--- src/rtl/prio_encoder_q.sv ---
// Registered priority encoder: latches request strobes into a pending vector and emits one index per grant.
// Arbitration is fixed-priority (RR_MODE=0) or round-robin (RR_MODE=1); define PRIO_ENC_OVERFLOW_EN for the sticky ovf flag.
module prio_encoder_q #(
    parameter int N       = 8,
    parameter int RR_MODE = 0,
    localparam int IDX_W  = $clog2(N)
) (
    input  logic             clk,
    input  logic             rst,
    input  logic [N-1:0]     req,
    output logic             out_valid,
    input  logic             out_ready,
    output logic [IDX_W-1:0] out_idx,
    output logic [N-1:0]     pending,
`ifdef PRIO_ENC_OVERFLOW_EN
    output logic             ovf,
    input  logic             ovf_clr,
`endif
    output logic             busy
);

    logic [N-1:0]     r_pending;
    logic             r_out_valid;
    logic [IDX_W-1:0] r_out_idx;
    logic [IDX_W-1:0] r_ptr;

    logic             w_sel_found;
    logic [IDX_W-1:0] w_sel_idx;
    logic [IDX_W-1:0] w_pos;
    logic             w_load;
    logic [N-1:0]     w_grant;
    int               w_scan;

    // Search starts at r_ptr in round-robin mode, at 0 otherwise; only the registered vector is scanned.
    always_comb begin
        w_sel_found = 1'b0;
        w_sel_idx   = '0;
        w_pos       = '0;
        w_scan      = 0;
        for (int k = 0; k < N; k++) begin
            w_scan = (RR_MODE != 0) ? ((int'(r_ptr) + k) % N) : k;
            w_pos  = w_scan[IDX_W-1:0];
            if (!w_sel_found && r_pending[w_pos]) begin
                w_sel_found = 1'b1;
                w_sel_idx   = w_pos;
            end
        end
    end

    // Output handshake: a beat transfers when out_valid && out_ready at a rising edge; the slot refills whenever it is empty or being drained.
    assign w_load  = (|r_pending) && (!r_out_valid || out_ready);
    assign w_grant = w_load ? ({{(N-1){1'b0}}, 1'b1} << w_sel_idx) : '0;

    always_ff @(posedge clk) begin
        if (rst) begin
            r_pending   <= '0;
            r_out_valid <= 1'b0;
            r_out_idx   <= '0;
            r_ptr       <= '0;
        end else begin
            r_pending <= (r_pending & ~w_grant) | req;
            if (w_load) begin
                r_out_idx   <= w_sel_idx;
                r_out_valid <= 1'b1;
                r_ptr       <= (w_sel_idx == IDX_W'(N - 1)) ? '0 : w_sel_idx + 1'b1;
            end else if (out_ready) begin
                r_out_valid <= 1'b0;
            end
        end
    end

`ifdef PRIO_ENC_OVERFLOW_EN
    logic r_ovf;
    logic w_ovf_set;

    // A request is lost when it lands on a bit that is still pending and not being granted now.
    assign w_ovf_set = |(req & r_pending & ~w_grant);

    always_ff @(posedge clk) begin
        if (rst) begin
            r_ovf <= 1'b0;
        end else if (w_ovf_set) begin
            r_ovf <= 1'b1;
        end else if (ovf_clr) begin
            r_ovf <= 1'b0;
        end
    end

    assign ovf = r_ovf;
`endif

    assign out_valid = r_out_valid;
    assign out_idx   = r_out_idx;
    assign pending   = r_pending;
    assign busy      = (|r_pending) || r_out_valid;

endmodule

--- config.mk ---
export PLATFORM = sky130hd
export DESIGN_NAME = prio_encoder_q
export DESIGN_NICKNAME = d
export VERILOG_FILES = /design/src/rtl/prio_encoder_q.sv
export SDC_FILE = /design/constraint.sdc
export NUM_CORES = 1
export LEC_CHECK = 0
export BUFFER_PORTS_ARGS = -buffer_cell sky130_fd_sc_hd__clkbuf_2
export CORE_UTILIZATION = 39
export DETAILED_ROUTE_END_ITERATION = 8
export GPL_TIMING_DRIVEN = 0
export PLACE_DENSITY = 0.67
export REMOVE_ABC_BUFFERS = 1
export SETUP_SLACK_MARGIN = 0.02
export SYNTH_ARGS = -nofsm -noshare
export SYNTH_HDL_FRONTEND = slang
export SYNTH_SLANG_ARGS = --single-unit
export TNS_END_PERCENT = 30
--- constraint.sdc ---
create_clock -name clk -period 1.1 [get_ports clk]
set_clock_uncertainty 0.05 [all_clocks]
set_input_delay 0.11 -clock clk [delete_from_list [all_inputs] [get_ports clk]]
set_output_delay 0.11 -clock clk [all_outputs]
set_load 0.02 [all_outputs]
==> impl_metrics.env, run 1 <==
export IMPL_final_setup_viol_count=10
export IMPL_syn_area_per_cell_um2=8.32
export IMPL_portBuffers=23
export IMPL_grt_util_met3_pct=10.4
export IMPL_r2r_start="pending[3]"
export IMPL_criticalPathCategory="register to output port"
export IMPL_ys_ff_latch=12
export IMPL_async_reset_ff_share_pct=0
export IMPL_critPathBufInv=1
export IMPL_worst_hold_slack_ns=0.000642
export IMPL_antenna_left=0
export IMPL_use_met2_pct=35.0
export IMPL_ys_top_cells_by_count="19 x nor2_1, 12 x dfxtp_1, 5 x a21oi_1"
export IMPL_vias=573
export IMPL_cp_cell_sequence="nor4_4 > and3_4 > nand2b_4 > buf_8"
export IMPL_switching_share_pct=31.7
export IMPL_p_seq_share_pct=48.0
export IMPL_wire_per_inst_um=12.1
export IMPL_crit_path_top_delay_cell="dfxtp_4"
export IMPL_drv_cap=0
export IMPL_grt_use_total_pct=20.0
export IMPL_drive_above_1_share_pct=47.9
export IMPL_detailed_place_hpwl_um=852
export IMPL_antenna_cells=0
export IMPL_p_leak_nw=0.365
export IMPL_vias_per_cell=5.16
export IMPL_cp_top_family="simple AND/OR/NAND/NOR gates"
export IMPL_final_area_um2=808
export IMPL_ir_worst_vdd_mv=0.946
export IMPL_period_needed_ns=1.48
export IMPL_netlist_area_um2=541
export IMPL_crit_required_ns=0.94
export IMPL_start_util_pct=41.5
export IMPL_path_clk_slew_ns=0.07
export IMPL_clock_latency_ns=0.27
export IMPL_die_area_um2=1540
export IMPL_fin_nets=109
export IMPL_hold_start="req[0]"
export IMPL_area_delta_synth_final_pct=49.5
export IMPL_nFillCells=122
export IMPL_clockRootBuffer="clkbuf_4"
export IMPL_min_period_over_period_pct=134
export IMPL_synth_area_leaders="dfxtp_1 44%, nor2_1 13%, o31a_1 4.9%, a21oi_1 4.6%, a211oi_1 4.2%"
export IMPL_max_stage_delay_ns=0.35
export IMPL_grt_overflow=0
export IMPL_grt_setup_unrepaired="yes"
export IMPL_hp_class="primary input to register"
export IMPL_fin_ws_ns=-0.376
export IMPL_dr_pass1_iters=4
export IMPL_cts_tree="built"
export IMPL_dp_cells=102
export IMPL_p_switching_mw=0.336
export IMPL_core_area_um2=1300
export IMPL_critPathLaunch="pending[3]"
export IMPL_die_h_um=39.2
export IMPL_max_slew_margin_pct=82.4
export IMPL_critPathCaptureType="output port"
export IMPL_fp_row_count=13
export IMPL_drc_errors=0
export IMPL_yosys_warnings=0
export IMPL_die_w_um=39.2
export IMPL_io_pins=24
export IMPL_grt_pass1_wl_mm=2.01
export IMPL_outcome="complete, but fails checks"
export IMPL_synth_edf_count=0
export IMPL_hold_violations=0
export IMPL_slew_viol_final=0
export IMPL_top_usage_layer="met2"
export IMPL_ys_seq_area_share_pct=44.4
export IMPL_cts_num_sinks=12
export IMPL_first_global_vias=508
export IMPL_htreeDepth=1
export IMPL_ys_types=23
export IMPL_yosysMostFrequentCell="nor2_1"
export IMPL_synth_top_area_share_pct=44.4
export IMPL_grt_max_degree=13
export IMPL_synthCells=65
export IMPL_max_freq_ghz=0.678
export IMPL_antenna_found_initial=0
export IMPL_numCtsBuffers=3
export IMPL_routed_wl_mm=1.34
export IMPL_pwr_share_comb_pct=27.3
export IMPL_clockBufferDepth=2
export IMPL_cp_arrival_ns=1.32
export IMPL_path_max_fanout=2
export IMPL_worstMarginPinSlew_ns=0.260
export IMPL_power_density_nw_per_um2=1310
export IMPL_globalplace_congestion=0.790
export IMPL_setup_worst_path_start_class="register"
export IMPL_internal_power_mw=0.725
export IMPL_synth_top_cell_by_area="dfxtp_1"
export IMPL_final_cells=111
export IMPL_placed_cell_area_um2=671
export IMPL_grt_use_met1_pct=21.7
export IMPL_power_frac_clock_pct=24.7
export IMPL_synthFlopType="dfxtp_1"
export IMPL_violations="setup timing"
export IMPL_first_iter_violations=7
==> worst reg2reg max path: cells and delay by family (launching register included) <==
kind,cells,cell delay [ns]
AOI/OAI and AO/OA,1,0.31
buffers and inverters,1,0.18
DFF,1,0.35
and+or+nand+nor,2,0.40
==> cells in the final DEF, fill, tap and decap left out, drive strengths merged <==
master and count:
a211oi 3, dlygate4sd3 2, and3 1, nand3 1
o31a 3, and2b 1, a31oi 1, clkbuf 23
nor3 1, inv 2, dfxtp 12, nor4 1
nand2b 2, nand4b 1, o21bai 2, nor2 19
nor4b 1, buf 7, nand2 3, a21oi 6
o31ai 1, o21ai 3
==> per-layer routing <==
metal | routed length [µm] | up-vias | part of all wire, %
li1 | - | 297 | -
met1 | 570 | 261 | 42
met2 | 713 | 13 | 53
met3 | 49 | 2 | 3.7
met4 | 9 | 0 | 0.67
met5 | 0 | - | 0
==> metrics by stage <==
stage          setup TNS (ns)  setup slack, ns  power [mW]  util (%)
2_1_floorplan           -1.92           -0.264       0.668         -
3_5_place_dp            -2.28           -0.321       0.752      51.5
4_1_cts                 -1.88           -0.406        1.05      59.8
3_3_place_gp            -2.11           -0.297       0.748      51.5
5_1_grt                 -2.68           -0.421        1.12      62.1
6_report                -1.90           -0.376        1.06      62.1
==> power groups by stage <==
| stage | Combinational, mW | Sequential [mW] | Clock (mW) |
|---|---|---|---|
| floorplan | 0.107 | 0.561 | 0 |
| global placement | 0.226 | 0.522 | 0 |
| detailed placement | 0.229 | 0.522 | 0 |
| CTS | 0.271 | 0.507 | 0.270 |
| global route | 0.320 | 0.515 | 0.286 |
| finish | 0.290 | 0.509 | 0.262 |
==> worst paths after layout <==
| check | end | cells after the start | slack [ns] |
|---|---|---|---|
| setup / recovery | busy | 4 | -0.38 |
| hold / removal | pending[0] | 3 | 0.0006 |
| setup reg to reg | pending[7] | 4 | -0.30 |
| hold reg to reg | out_idx[0] | 2 | 0.42 |
==> timing repair <==
action | 4_1_cts | 5_1_grt
gates resized for setup | 12 | 12
pin swaps | 2 | 3
setup buffers | 4 | 1
hold buffers | 2 | 0
endpoints found under the hold margin | 2 | 0
setup endpoints to repair | 14 | 14
==> area by class of cell <==
class / count / area, µm² / area share (%)
clock buffers: 3 / 22.5 / 2.79
flip-flops and latches: 12 / 250 / 31.0
repair buffers: 29 / 188 / 23.2
well taps: 15 / 18.8 / 2.32
multi-input cells: 50 / 322 / 39.8
inverters: 2 / 7.51 / 0.929
==> flip-flops by register name, summed over array words and instances (netlist names) <==
register,count
out_valid,1
pending,8
out_idx,3
==> cells by family (layout without fill, tap and decap cells) <==
| logic type | after synthesis | count (layout) | synth area share [%] |
|---|---|---|---|
| AOI/OAI and AO/OA | 19 | 19 | 24.1 |
| DFF | 12 | 12 | 44.4 |
| buffers and inverters | 3 | 34 | 2.08 |
| and+or+nand+nor | 31 | 31 | 29.4 |
Power figures use the tool's default switching activity.
==> inputs of run 2 (changes only) <==
Settings changed: PLACE_DENSITY 0.67 to not set, PLACE_DENSITY_LB_ADDON set to 0.2.
==> run 2 against run 1 <==
Net effect: the run still ends with setup timing left; critical path depth unchanged; setup slack lost 0.031 ns; final area grew 7.4%; critical path type unchanged; highest routed layer unchanged.
==> impl_metrics.env, run 2 (synthesis gave the netlist of run 1 again) <==
export IMPL_outcome="complete, but fails checks"
export IMPL_violations="setup timing"
export IMPL_grt_overflow=0
export IMPL_grt_use_total_pct=20.2
export IMPL_final_setup_viol_count=11
export IMPL_hp_class="primary input to register"
export IMPL_grt_max_degree=13
export IMPL_r2r_start="pending[3]"
export IMPL_wire_per_inst_um=11.9
export IMPL_core_area_um2=1300
export IMPL_detailed_place_hpwl_um=892
export IMPL_power_mw=1.18
export IMPL_max_stage_delay_ns=0.35
export IMPL_dr_pass1_iters=4
export IMPL_area_delta_synth_final_pct=60.6
export IMPL_grt_use_met1_pct=23.3
export IMPL_first_global_vias=488
export IMPL_antenna_cells=0
export IMPL_max_freq_ghz=0.663
export IMPL_period_needed_ns=1.51
export IMPL_clockBufferDepth=2
export IMPL_start_util_pct=41.5
export IMPL_ir_worst_vdd_mv=0.822
export IMPL_vias=611
export IMPL_setup_worst_path_start_class="register"
export IMPL_grt_util_met3_pct=8.09
export IMPL_fin_ws_ns=-0.407
export IMPL_cp_arrival_ns=1.35
export IMPL_cts_tree="built"
export IMPL_use_met2_pct=30.0
export IMPL_r2r_end="out_idx[0]"
export IMPL_mostFrequentLayoutCells="20 x clkbuf_2, 17 x nor2_1, 8 x dfxtp_1"
export IMPL_htreeDepth=1
export IMPL_final_util_pct=66.7
export IMPL_cts_num_sinks=12
export IMPL_clockRootBuffer="clkbuf_4"
export IMPL_grt_setup_unrepaired="yes"
export IMPL_min_delay_path_depth=2
export IMPL_portBuffers=23
export IMPL_vias_per_cell=5.22
export IMPL_io_pins=24
export IMPL_die_area_um2=1540
export IMPL_numCtsBuffers=3
export IMPL_r2r_slack_ns=-0.25
export IMPL_antenna_found_initial=0
export IMPL_die_h_um=39.2
export IMPL_hold_violations=0
export IMPL_max_slew_margin_pct=83.4
export IMPL_min_period_over_period_pct=137
export IMPL_drv_cap=0
export IMPL_crit_required_ns=0.94
export IMPL_globalplace_congestion=0.781
export IMPL_critPathLaunch="pending[3]"
export IMPL_p_leak_nw=0.402
export IMPL_top_usage_layer="met2"
export IMPL_grt_pass1_wl_mm=2.00
export IMPL_worst_hold_slack_ns=0.0141
export IMPL_fin_nets=114
export IMPL_cp_cell_sequence="nor4_4 > and3_4 > nand2b_4 > buf_8"
export IMPL_die_w_um=39.2
export IMPL_largest_reg_flops=8
export IMPL_first_iter_violations=16
export IMPL_holdPathEnd="pending[5]"
export IMPL_clock_latency_ns=0.28
export IMPL_routed_wl_mm=1.39
export IMPL_criticalPathCategory="register to output port"
export IMPL_rr_worst_depth=6
export IMPL_slew_viol_final=0
export IMPL_path_clk_slew_ns=0.08
export IMPL_fp_row_count=13
export IMPL_crit_path_top_delay_cell="dfxtp_4"
export IMPL_path_max_fanout=2
export IMPL_critPathCaptureType="output port"
export IMPL_worstMarginPinSlew_ns=0.246
export IMPL_power_density_nw_per_um2=1360
export IMPL_hold_start="req[5]"
export IMPL_drc_errors=0
export IMPL_antenna_left=0
export IMPL_mostFrequentLayoutCell="clkbuf_2"
export IMPL_drive_above_1_share_pct=50.0
run 2: area by class of cell:
| type | count | area, µm² |
|---|---|---|
| clock buffer | 4 | 36.3 |
| tap | 15 | 18.8 |
| timing repair buffer | 34 | 229 |
| sequential | 12 | 250 |
| multi-input combinational | 50 | 327 |
| fill | 113 | 433 |
| inverter | 2 | 7.51 |
run 2: how the worst max path moves through the flow:
| stage | end | slack, ns |
|---|---|---|
| 2_1_floorplan | pending[3] | -0.26 |
| 5_1_grt | busy | -0.47 |
| 3_3_place_gp | busy | -0.29 |
| 6_report | busy | -0.41 |
| 4_1_cts | busy | -0.41 |
| 3_5_place_dp | busy | -0.33 |
run 2: metal layers:
layer / vias to the layer above / share of wire, %
met2: 16 / 51
li1: 308 / -
met5: - / 0
met4: 0 / 3.1
met1: 280 / 42
met3: 7 / 3.5
run 2: what timing repair did:
action                                  CTS  global route
gates resized for setup                  12            13
endpoints found under the setup margin   14            15
hold endpoints to repair                  3             0
hold buffers                              3             0
setup buffers                             5             3
pin swaps                                 3             6
run 2: critical path, delay by kind of cell, from the launching register on:
| family | cells | cell delay (ns) |
|---|---|---|
| AND/OR/NAND/NOR | 3 | 0.59 |
| buffers and inverters | 1 | 0.12 |
| flip-flops | 1 | 0.35 |
run 2: report_power, final:
group / switching (mW) / total (mW) / leakage, nW / internal (mW)
logic: 0.166 / 0.312 / 0.279 / 0.146
registers: 0.0406 / 0.511 / 0.102 / 0.471
clock network: 0.159 / 0.361 / 0.0210 / 0.202
run 2: metrics by stage:
stage,cells,setup WS [ns],instance area (µm²),setup TNS [ns]
finish,117,-0.407,868,-2.30
global route,117,-0.466,868,-3.05
CTS,114,-0.413,808,-1.95
detailed placement,102,-0.327,671,-2.37
global placement,102,-0.295,671,-2.12
floorplan,64,-0.264,537,-1.92
